--- config.mk ---
export PLATFORM = sky130hd
export DESIGN_NAME = seven_seg_scan
export DESIGN_NICKNAME = d
export VERILOG_FILES = /design/src/rtl/seven_seg_pkg.sv /design/src/rtl/seven_seg.sv /design/src/rtl/seven_seg_scan.sv
export SDC_FILE = /design/constraint.sdc
export NUM_CORES = 1
export LEC_CHECK = 0
export ABC_AREA = 0
export ABC_CLOCK_PERIOD_IN_PS = 4950
export BUFFER_PORTS_ARGS = -buffer_cell sky130_fd_sc_hd__buf_4
export CAP_MARGIN = 30
export CORE_MARGIN = 2
export CORE_UTILIZATION = 25
export DETAILED_ROUTE_END_ITERATION = 6
export HOLD_SLACK_MARGIN = 0.15
export SLEW_MARGIN = 10
export SYNTH_ARGS = -nofsm -noshare
export SYNTH_HDL_FRONTEND = slang
export SYNTH_SLANG_ARGS = --single-unit
--- constraint.sdc ---
create_clock -name clk -period 4.95 [get_ports clk]
set_input_delay 0.2475 -clock clk [delete_from_list [all_inputs] [get_ports clk]]
set_output_delay 0.2475 -clock clk [all_outputs]
set_load 0.01 [all_outputs]
--- src/rtl/seven_seg_pkg.sv ---
// rtl/seven_seg_pkg.sv - segment encoding, scan FSM states and hex digit patterns
package seven_seg_pkg;

  // bit 0 = segment a .. bit 6 = segment g, active-high
  typedef logic [6:0] seven_seg_t;

  typedef enum logic {
    SCAN_BLANK = 1'b0,
    SCAN_SHOW  = 1'b1
  } scan_state_t;

  localparam seven_seg_t SEG_0 = 7'h3F;
  localparam seven_seg_t SEG_1 = 7'h06;
  localparam seven_seg_t SEG_2 = 7'h5B;
  localparam seven_seg_t SEG_3 = 7'h4F;
  localparam seven_seg_t SEG_4 = 7'h66;
  localparam seven_seg_t SEG_5 = 7'h6D;
  localparam seven_seg_t SEG_6 = 7'h7D;
  localparam seven_seg_t SEG_7 = 7'h07;
  localparam seven_seg_t SEG_8 = 7'h7F;
  localparam seven_seg_t SEG_9 = 7'h6F;
  localparam seven_seg_t SEG_A = 7'h77;
  localparam seven_seg_t SEG_B = 7'h7C;
  localparam seven_seg_t SEG_C = 7'h39;
  localparam seven_seg_t SEG_D = 7'h5E;
  localparam seven_seg_t SEG_E = 7'h79;
  localparam seven_seg_t SEG_F = 7'h71;

  function automatic seven_seg_t hex_to_seg(input logic [3:0] hex);
    case (hex)
      4'h0:    hex_to_seg = SEG_0;
      4'h1:    hex_to_seg = SEG_1;
      4'h2:    hex_to_seg = SEG_2;
      4'h3:    hex_to_seg = SEG_3;
      4'h4:    hex_to_seg = SEG_4;
      4'h5:    hex_to_seg = SEG_5;
      4'h6:    hex_to_seg = SEG_6;
      4'h7:    hex_to_seg = SEG_7;
      4'h8:    hex_to_seg = SEG_8;
      4'h9:    hex_to_seg = SEG_9;
      4'hA:    hex_to_seg = SEG_A;
      4'hB:    hex_to_seg = SEG_B;
      4'hC:    hex_to_seg = SEG_C;
      4'hD:    hex_to_seg = SEG_D;
      4'hE:    hex_to_seg = SEG_E;
      default: hex_to_seg = SEG_F;
    endcase
  endfunction

endpackage

--- src/rtl/seven_seg.sv ---
// rtl/seven_seg.sv - combinational hex digit to seven-segment decoder
module seven_seg
  import seven_seg_pkg::*;
(
  input  logic [3:0] hex,
  output logic [6:0] seg
);

  assign seg = hex_to_seg(hex);

endmodule

--- src/rtl/seven_seg_scan.sv ---
// rtl/seven_seg_scan.sv - time-multiplexed digit scan with dead-time blanking,
// leading-zero suppression and frame-aligned double buffering
module seven_seg_scan
  import seven_seg_pkg::*;
#(
  parameter int NUM_DIGITS   = 4,
  parameter int REFRESH_DIV  = 50000,
  parameter int BLANK_CYCLES = 1000
) (
  input  logic                    clk,
  input  logic                    rst,
  input  logic                    load,
  input  logic [4*NUM_DIGITS-1:0] value,
  input  logic [NUM_DIGITS-1:0]   dp_in,
  input  logic                    blank_lz,
  output logic [NUM_DIGITS-1:0]   an,
  output logic [6:0]              seg,
  output logic                    dp,
  output logic                    frame_done
);

  localparam int CW = (REFRESH_DIV > 1) ? $clog2(REFRESH_DIV) : 1;
  localparam int IW = (NUM_DIGITS > 1) ? $clog2(NUM_DIGITS) : 1;
  localparam logic [CW-1:0] CNT_LAST  = CW'(REFRESH_DIV - 1);
  localparam logic [CW-1:0] BLANK_END = CW'(BLANK_CYCLES);
  localparam logic [IW-1:0] IDX_LAST  = IW'(NUM_DIGITS - 1);
  localparam scan_state_t   START_STATE = (BLANK_CYCLES == 0) ? SCAN_SHOW : SCAN_BLANK;

  logic [CW-1:0]           cnt, cnt_d;
  logic [IW-1:0]           idx, idx_d;
  scan_state_t             state, state_d;
  logic                    slot_end, frame_end;
  logic [4*NUM_DIGITS-1:0] disp, shadow, disp_eff;
  logic [NUM_DIGITS-1:0]   disp_dp, shadow_dp, dp_eff;
  logic                    pending;
  logic                    lz_q, lz_eff, lz_run;
  logic [NUM_DIGITS-1:0]   suppress;
  logic [3:0]              digit;
  seven_seg_t              digit_seg;
  logic [NUM_DIGITS-1:0]   an_d;
  seven_seg_t              seg_d;
  logic                    dp_d;

  always_comb begin
    slot_end  = (cnt == CNT_LAST);
    frame_end = slot_end && (idx == IDX_LAST);
    cnt_d     = slot_end ? '0 : cnt + CW'(1);
    idx_d     = idx;
    if (slot_end) begin
      idx_d = (idx == IDX_LAST) ? '0 : idx + IW'(1);
    end
  end

  // The frame_done cycle is also the first cycle of the new frame, so the value
  // about to be committed is used here already and the whole frame stays consistent.
  always_comb begin
    disp_eff = disp;
    dp_eff   = disp_dp;
    if (frame_done && load) begin
      disp_eff = value;
      dp_eff   = dp_in;
    end else if (frame_done && pending) begin
      disp_eff = shadow;
      dp_eff   = shadow_dp;
    end
    lz_eff = (cnt == '0) ? blank_lz : lz_q;
    digit  = disp_eff[{idx, 2'b00} +: 4];
  end

  always_comb begin
    lz_run   = lz_eff;
    suppress = '0;
    for (int i = NUM_DIGITS - 1; i > 0; i--) begin
      lz_run      = lz_run && (disp_eff[4*i +: 4] == 4'h0);
      suppress[i] = lz_run;
    end
  end

  seven_seg u_dec (
    .hex (digit),
    .seg (digit_seg)
  );

  always_comb begin
    state_d = (cnt_d < BLANK_END) ? SCAN_BLANK : SCAN_SHOW;
    an_d    = '0;
    seg_d   = '0;
    dp_d    = 1'b0;
    if ((state == SCAN_SHOW) && !suppress[idx]) begin
      an_d  = NUM_DIGITS'(1) << idx;
      seg_d = digit_seg;
      dp_d  = dp_eff[idx];
    end
  end

  always_ff @(posedge clk) begin
    if (rst) begin
      cnt        <= '0;
      idx        <= '0;
      state      <= START_STATE;
      disp       <= '0;
      disp_dp    <= '0;
      shadow     <= '0;
      shadow_dp  <= '0;
      pending    <= 1'b0;
      lz_q       <= 1'b0;
      an         <= '0;
      seg        <= '0;
      dp         <= 1'b0;
      frame_done <= 1'b0;
    end else begin
      cnt        <= cnt_d;
      idx        <= idx_d;
      state      <= state_d;
      an         <= an_d;
      seg        <= seg_d;
      dp         <= dp_d;
      frame_done <= frame_end;
      if (cnt == '0) begin
        lz_q <= blank_lz;
      end
      if (frame_done) begin
        disp    <= disp_eff;
        disp_dp <= dp_eff;
      end
      if (load && !frame_done) begin
        shadow    <= value;
        shadow_dp <= dp_in;
        pending   <= 1'b1;
      end else if (frame_done) begin
        pending <= 1'b0;
      end
    end
  end

endmodule

# Word level (Yosys, flattened, before mapping)
# Memory sizes are Yosys's and may differ from the RTL's. A register that Yosys moved wholly into a read port is not among the register bits.
# Index checks and enable logic that the tools add are counted.
# classes
multipliers	0
n_eq_ne	2
n_shift	2
n_bitwise	1
n_div	0
add_sub_neg	2
mux	14
n_reduce_logical	16
magnitude_cmp	2
# op_table
op	n
two-way mux 16 bit	3
adder 16 x 1 -> 16 bit (second input constant)	1
equality test 16 bit (second input constant)	1
zero test 16 bit	1
< comparator 16 x 10 -> 1 bit (second input constant)	1
indexed part select 16 x 5 -> 4 bit	1
zero test 4 bit	3
logical AND 1 bit	8
two-way mux 4 bit	2
two-way mux 1 bit	6
binary-select mux 1 bit (select 2 bit)	2
left shift 1 x 2 -> 4 bit (first input constant)	1
< comparator 2 x 3 -> 1 bit (second input constant)	1
adder 2 x 1 -> 2 bit (second input constant)	1
equality test 2 bit (second input constant)	1
zero test 1 bit	2
two-way mux 2 bit	1
nonzero test 2 bit	1
OR reduction 2 bit	1
inverter 1 bit	1
# word_totals
latch_bits	0
regBits	67
inputBits	24
out_inout_bits	13
wordCells	52
memories	1
mem_bits_rw	0
rom_bits	112
# memory_table
name	depth	width	read_ports	rd_clocked_by_memory_dff	write_ports	line	rtl
(name not given)	16	7	1	1	0	seven_seg_pkg.sv:30	case (hex)

# Depth between registers and ports, before layout
# logic_depth
word_depth	13
depth_mapped	12
ltp_nobuf	9

# Cells and area by module
# Synthesis repeated with hierarchy kept, for this count alone.
# unflattened
cells_unflattened	432
hier_area_um2	3839.9
# modules_own_cells
mod	cells_per_inst	area_per_inst_um2	instances
seven_seg_scan	399	3550.9	1
seven_seg	33	289.0	1

# Worst setup path before layout
# Ideal clock, no wire load.
# synth_path
path_kind	register -> register
start	register frame_done
end	register seg[6]
n_path_buf	3
t_arrival_ps	2344
path_slack_ps	2511
path_stages_with_launch	10
path_cell_list	dfxtp_1 > clkbuf_1 > buf_2 > buf_2 > a211o_1 > and4_1 > inv_1 > ha_1 > mux2_2 > a221oi_1
# synth_between
elab_chain_cells	13
elab_cells_between_ends	17
cone_classes	1 x shift; 4 x mux; 1 x bitwise; 11 x reduce/logical
# synth_rtl
element	line	rtl
start: declaration	seven_seg_scan.sv:19	output logic frame_done
start signal: assignment	seven_seg_scan.sv:118	frame_done <= frame_end;
logical AND 1 bit	seven_seg_scan.sv:62	end else if (frame_done && pending) begin
two-way mux 16 bit	seven_seg_scan.sv:62	
two-way mux 16 bit (*)	seven_seg_scan.sv:59	if (frame_done && load) begin
zero test 4 bit	seven_seg_scan.sv:74	lz_run = lz_run && (disp_eff[4*i +: 4] == 4'h0);
logical AND 1 bit (3 in a row)	seven_seg_scan.sv:74	
binary-select mux 1 bit (select 2 bit)	seven_seg_scan.sv:89	if ((state == SCAN_SHOW) && !suppress[idx]) begin
two-way mux 1 bit (implied by the code)	seven_seg_scan.sv:89	
zero test 1 bit	seven_seg_scan.sv:89	
logical AND 1 bit	seven_seg_scan.sv:89	
inverter 1 bit (no source line)	-	
OR reduction 2 bit (no source line)	-	
end: declaration	seven_seg_scan.sv:17	output logic [6:0] seg,
# Every way passes the cells marked *; elsewhere a longest branch is shown, timed or not. The select of a mux whose other input is x is not followed.
# A chain may end at the register's enable or synchronous reset.

# Final worst setup path
# layout_path
start	register pending
end	register seg[0]
# layout_between
elab_chain_cells	13
elab_cells_between_ends	16
cone_classes	1 x shift; 4 x mux; 1 x bitwise; 10 x reduce/logical
# layout_rtl
element	line	rtl
start: declaration	seven_seg_scan.sv:35	logic pending;
start signal: assignment	seven_seg_scan.sv:105	pending <= 1'b0;
start signal: assignment	seven_seg_scan.sv:129	pending <= 1'b1;
start signal: assignment	seven_seg_scan.sv:131	pending <= 1'b0;
logical AND 1 bit (*)	seven_seg_scan.sv:62	
two-way mux 16 bit (*)	seven_seg_scan.sv:62	
two-way mux 16 bit (*)	seven_seg_scan.sv:59	
zero test 4 bit	seven_seg_scan.sv:74	
logical AND 1 bit (3 in a row)	seven_seg_scan.sv:74	
binary-select mux 1 bit (select 2 bit)	seven_seg_scan.sv:89	
two-way mux 1 bit (implied by the code)	seven_seg_scan.sv:89	
zero test 1 bit	seven_seg_scan.sv:89	
logical AND 1 bit	seven_seg_scan.sv:89	
inverter 1 bit (no source line)	-	
OR reduction 2 bit (no source line)	-	
# Marked as above.

==> results.cfg <==
[status]
status = finished clean

[pwr]
power.total_mw = 1.35
ir_drop_uv = 173
power_density_mw_per_mm2 = 322
leakagePower_nw = 1.52

[run]
drv_cap = 0

[synth]
synthArstFlopShare_pct = 0
synth-edff-count = 0
synthDistinctLibCells = 56
avgSynthCellArea_um2 = 8.72
ys.flop_type = dfxtp_1
synth_nets = 436
syn_area_mm2 = 0.00351
syn_inst = 402
yosysWarnings = 0
yosysSeqAreaShare_pct = 42.2
ys_seq_elements = 74

[timing]
period_share_pct = 52.1
worstMarginPinSlew_ps = 776
max_freq_mhz = 387
rsz0062_at_grt = no
finClkSkew_ps = 10.9
setup_viol = 0
finalHoldViolCount = 0
fin_tns_setup_ps = 0
slew_violations = 0
hold_ws_ps = 164
period_minus_slack_ps = 2580
slew_headroom_pct = 48.3

[worst_setup_path]
required_ps = 5160
arrival_ps = 2790
worstSetupPathType = reg -> reg
end_kind = register
start_kind = register
critPathMaxFanout = 20

[drt]
drc = 0
drt.antenna.violating_nets = 0
vias = 2883
dr.pass1.iters = 4
drt_wl_total_um = 8080
routed_via_density = 4.74
routedWlPerCell_um = 13.3
drtIter0Drc = 234

[clocking]
root_buffer = clkbuf_16
path_clk_slew_ps = 60
clk_path_buf_depth = 2
cts_setup_buffers = 0
clkSinkCount = 74
tritoncts = built
cts_buffers = 9
cts_hold_buf = 0
clkLatencyLatePin_ps = 340
cts_htree_levels = 3
cts_resized = 0

[die]
dieArea_mm2 = 0.0150
io_pins = 37
rows = 43
fp.dieH_um = 122
die_width_um = 122
start_util_pct = 25.5
core_area_mm2 = 0.0138

[finish]
antennaDiodeCount = 0
fill_cells = 1479
multi_input_area_mm2 = 0.00183
final_cells = 608
nNetsFinal = 457
seq_area_mm2 = 0.00148
drive_gt1_share_pct = 16.1
syn_to_final_growth_pct = 19.0

[global_routing]
grt_usage_pct = 11.4
antenna_found_initial = 0
grt_max_degree = 49
grt_pass1_vias = 2692
grt-ovfl-total = 0
grt_pass1_wl_um = 13400

[placed_design]
port_buffers = 36
gp_congestion = 0.801
placed_cells = 592
place_hpwl_um = 5640

[hold_path]
holdCritPathClass = in -> reg
==> worst max-delay path, stage by stage (launching register included) <==
cell and delay [ps]:
dfxtp_1 500, o21a_2 460, nor2_1 100, a2111o_1 380
and4_1 270, inv_1 130, ha_1 250, nor3b_1 80
a211oi_1 210, nor2_1 70
==> placed cells by master, fill, tap and decap left out, types with 10 or more instances in the layout <==
cell,instances
dfxtp_1,74
xnor2_1,13
ha_1,10
nor3_1,11
nor2_1,56
nand2_1,57
o22ai_1,12
buf_4,39
a21oi_1,23
==> final cells by class <==
cell class              instances  area share (%)
flip-flops and latches         74            35.5
clock buffers                  11            5.82
well taps                     180            5.40
clock inverters                 5            1.50
multi-input cells             288            43.8
repair buffers                 39            7.01
inverters                      11           0.989
==> power by group <==
part,internal [mW],leakage [nW],switching [mW]
clock network,0.407,0.142,0.256
registers,0.608,0.601,0.00852
logic,0.0289,0.779,0.0377
==> cells in the mapped netlist (2+ instances only) <==
library cell	instances	area (µm²)
a211oi_1	4	30.0
nor2_1	56	210
o21ai_0	4	20.0
nor3b_1	5	37.5
nand2b_1	2	12.5
nand2_1	57	214
a31oi_1	2	12.5
nand4_1	5	31.3
a221oi_1	2	17.5
nor3_1	11	55.1
xnor2_1	13	114
a21oi_1	23	115
buf_2	5	25.0
o22ai_1	12	75.1
xor2_1	6	52.6
a2111o_1	2	22.5
o211ai_2	2	25.0
nand3_1	9	45.0
nand3b_1	8	60.1
dfxtp_1	74	1480
mux2i_1	3	30.0
a211o_1	2	17.5
ha_1	10	125
or4_1	2	15.0
buf_6	4	45.0
or4bb_1	7	78.8
o2bb2ai_1	4	35.0
a311oi_2	2	30.0
inv_1	9	33.8
buf_4	3	22.5
and2_1	3	18.8
mux4_2	4	90.1
clkbuf_1	16	60.1
o211ai_1	6	45.0
a41oi_1	2	17.5
a21o_1	3	22.5
==> registers in the layout (all words and copies together), names as in the netlist <==
register    flops
disp           16
idx             2
shadow_dp       4
an              4
shadow         16
seg             7
state           1
pending         1
dp              1
frame_done      1
cnt            16
lz_q            1
disp_dp         4
==> final timing paths <==
| check | cells after the start | slack [ps] | endpoint | start |
|---|---|---|---|---|
| setup / recovery | 9 | 2370 | seg[0] | pending |
| setup reg to reg | 9 | 2370 | seg[0] | pending |
| hold reg to reg | 2 | 450 | shadow[11] | shadow[11] |
| hold / removal | 3 | 160 | shadow[1] | value[1] |
==> logic make-up after synthesis <==
kind of cell             share of synthesized area, %
AND/OR/NAND/NOR                                  24.5
AO/OA/AOI/OAI                                    15.6
flip-flops                                       42.2
buffers and inverters                            5.64
XOR/XNOR                                         4.74
adder cells (fa/ha/maj)                          3.57
multiplexers                                     3.75
==> layer usage <==
layer	up-vias	track usage (%)	share of wire, %
li1	1451	-	-
met1	1367	14.3	45
met4	0	4.74	1.6
met5	-	0	0
met2	54	18.8	49
met3	11	2.83	4.5
==> through the flow <==
| step | worst slack [ps] | util (%) | cell area, µm² |
|---|---|---|---|
| finish | 2370 | 30.3 | 4170 |
| global route | 2110 | 30.3 | 4170 |
| CTS | 2350 | 30.3 | 4170 |
| detailed placement | 2390 | 28.1 | 3870 |
| global placement | 2450 | 28.1 | 3870 |
| floorplan | 2510 | - | 3510 |
(Power assumes the default switching activity.)
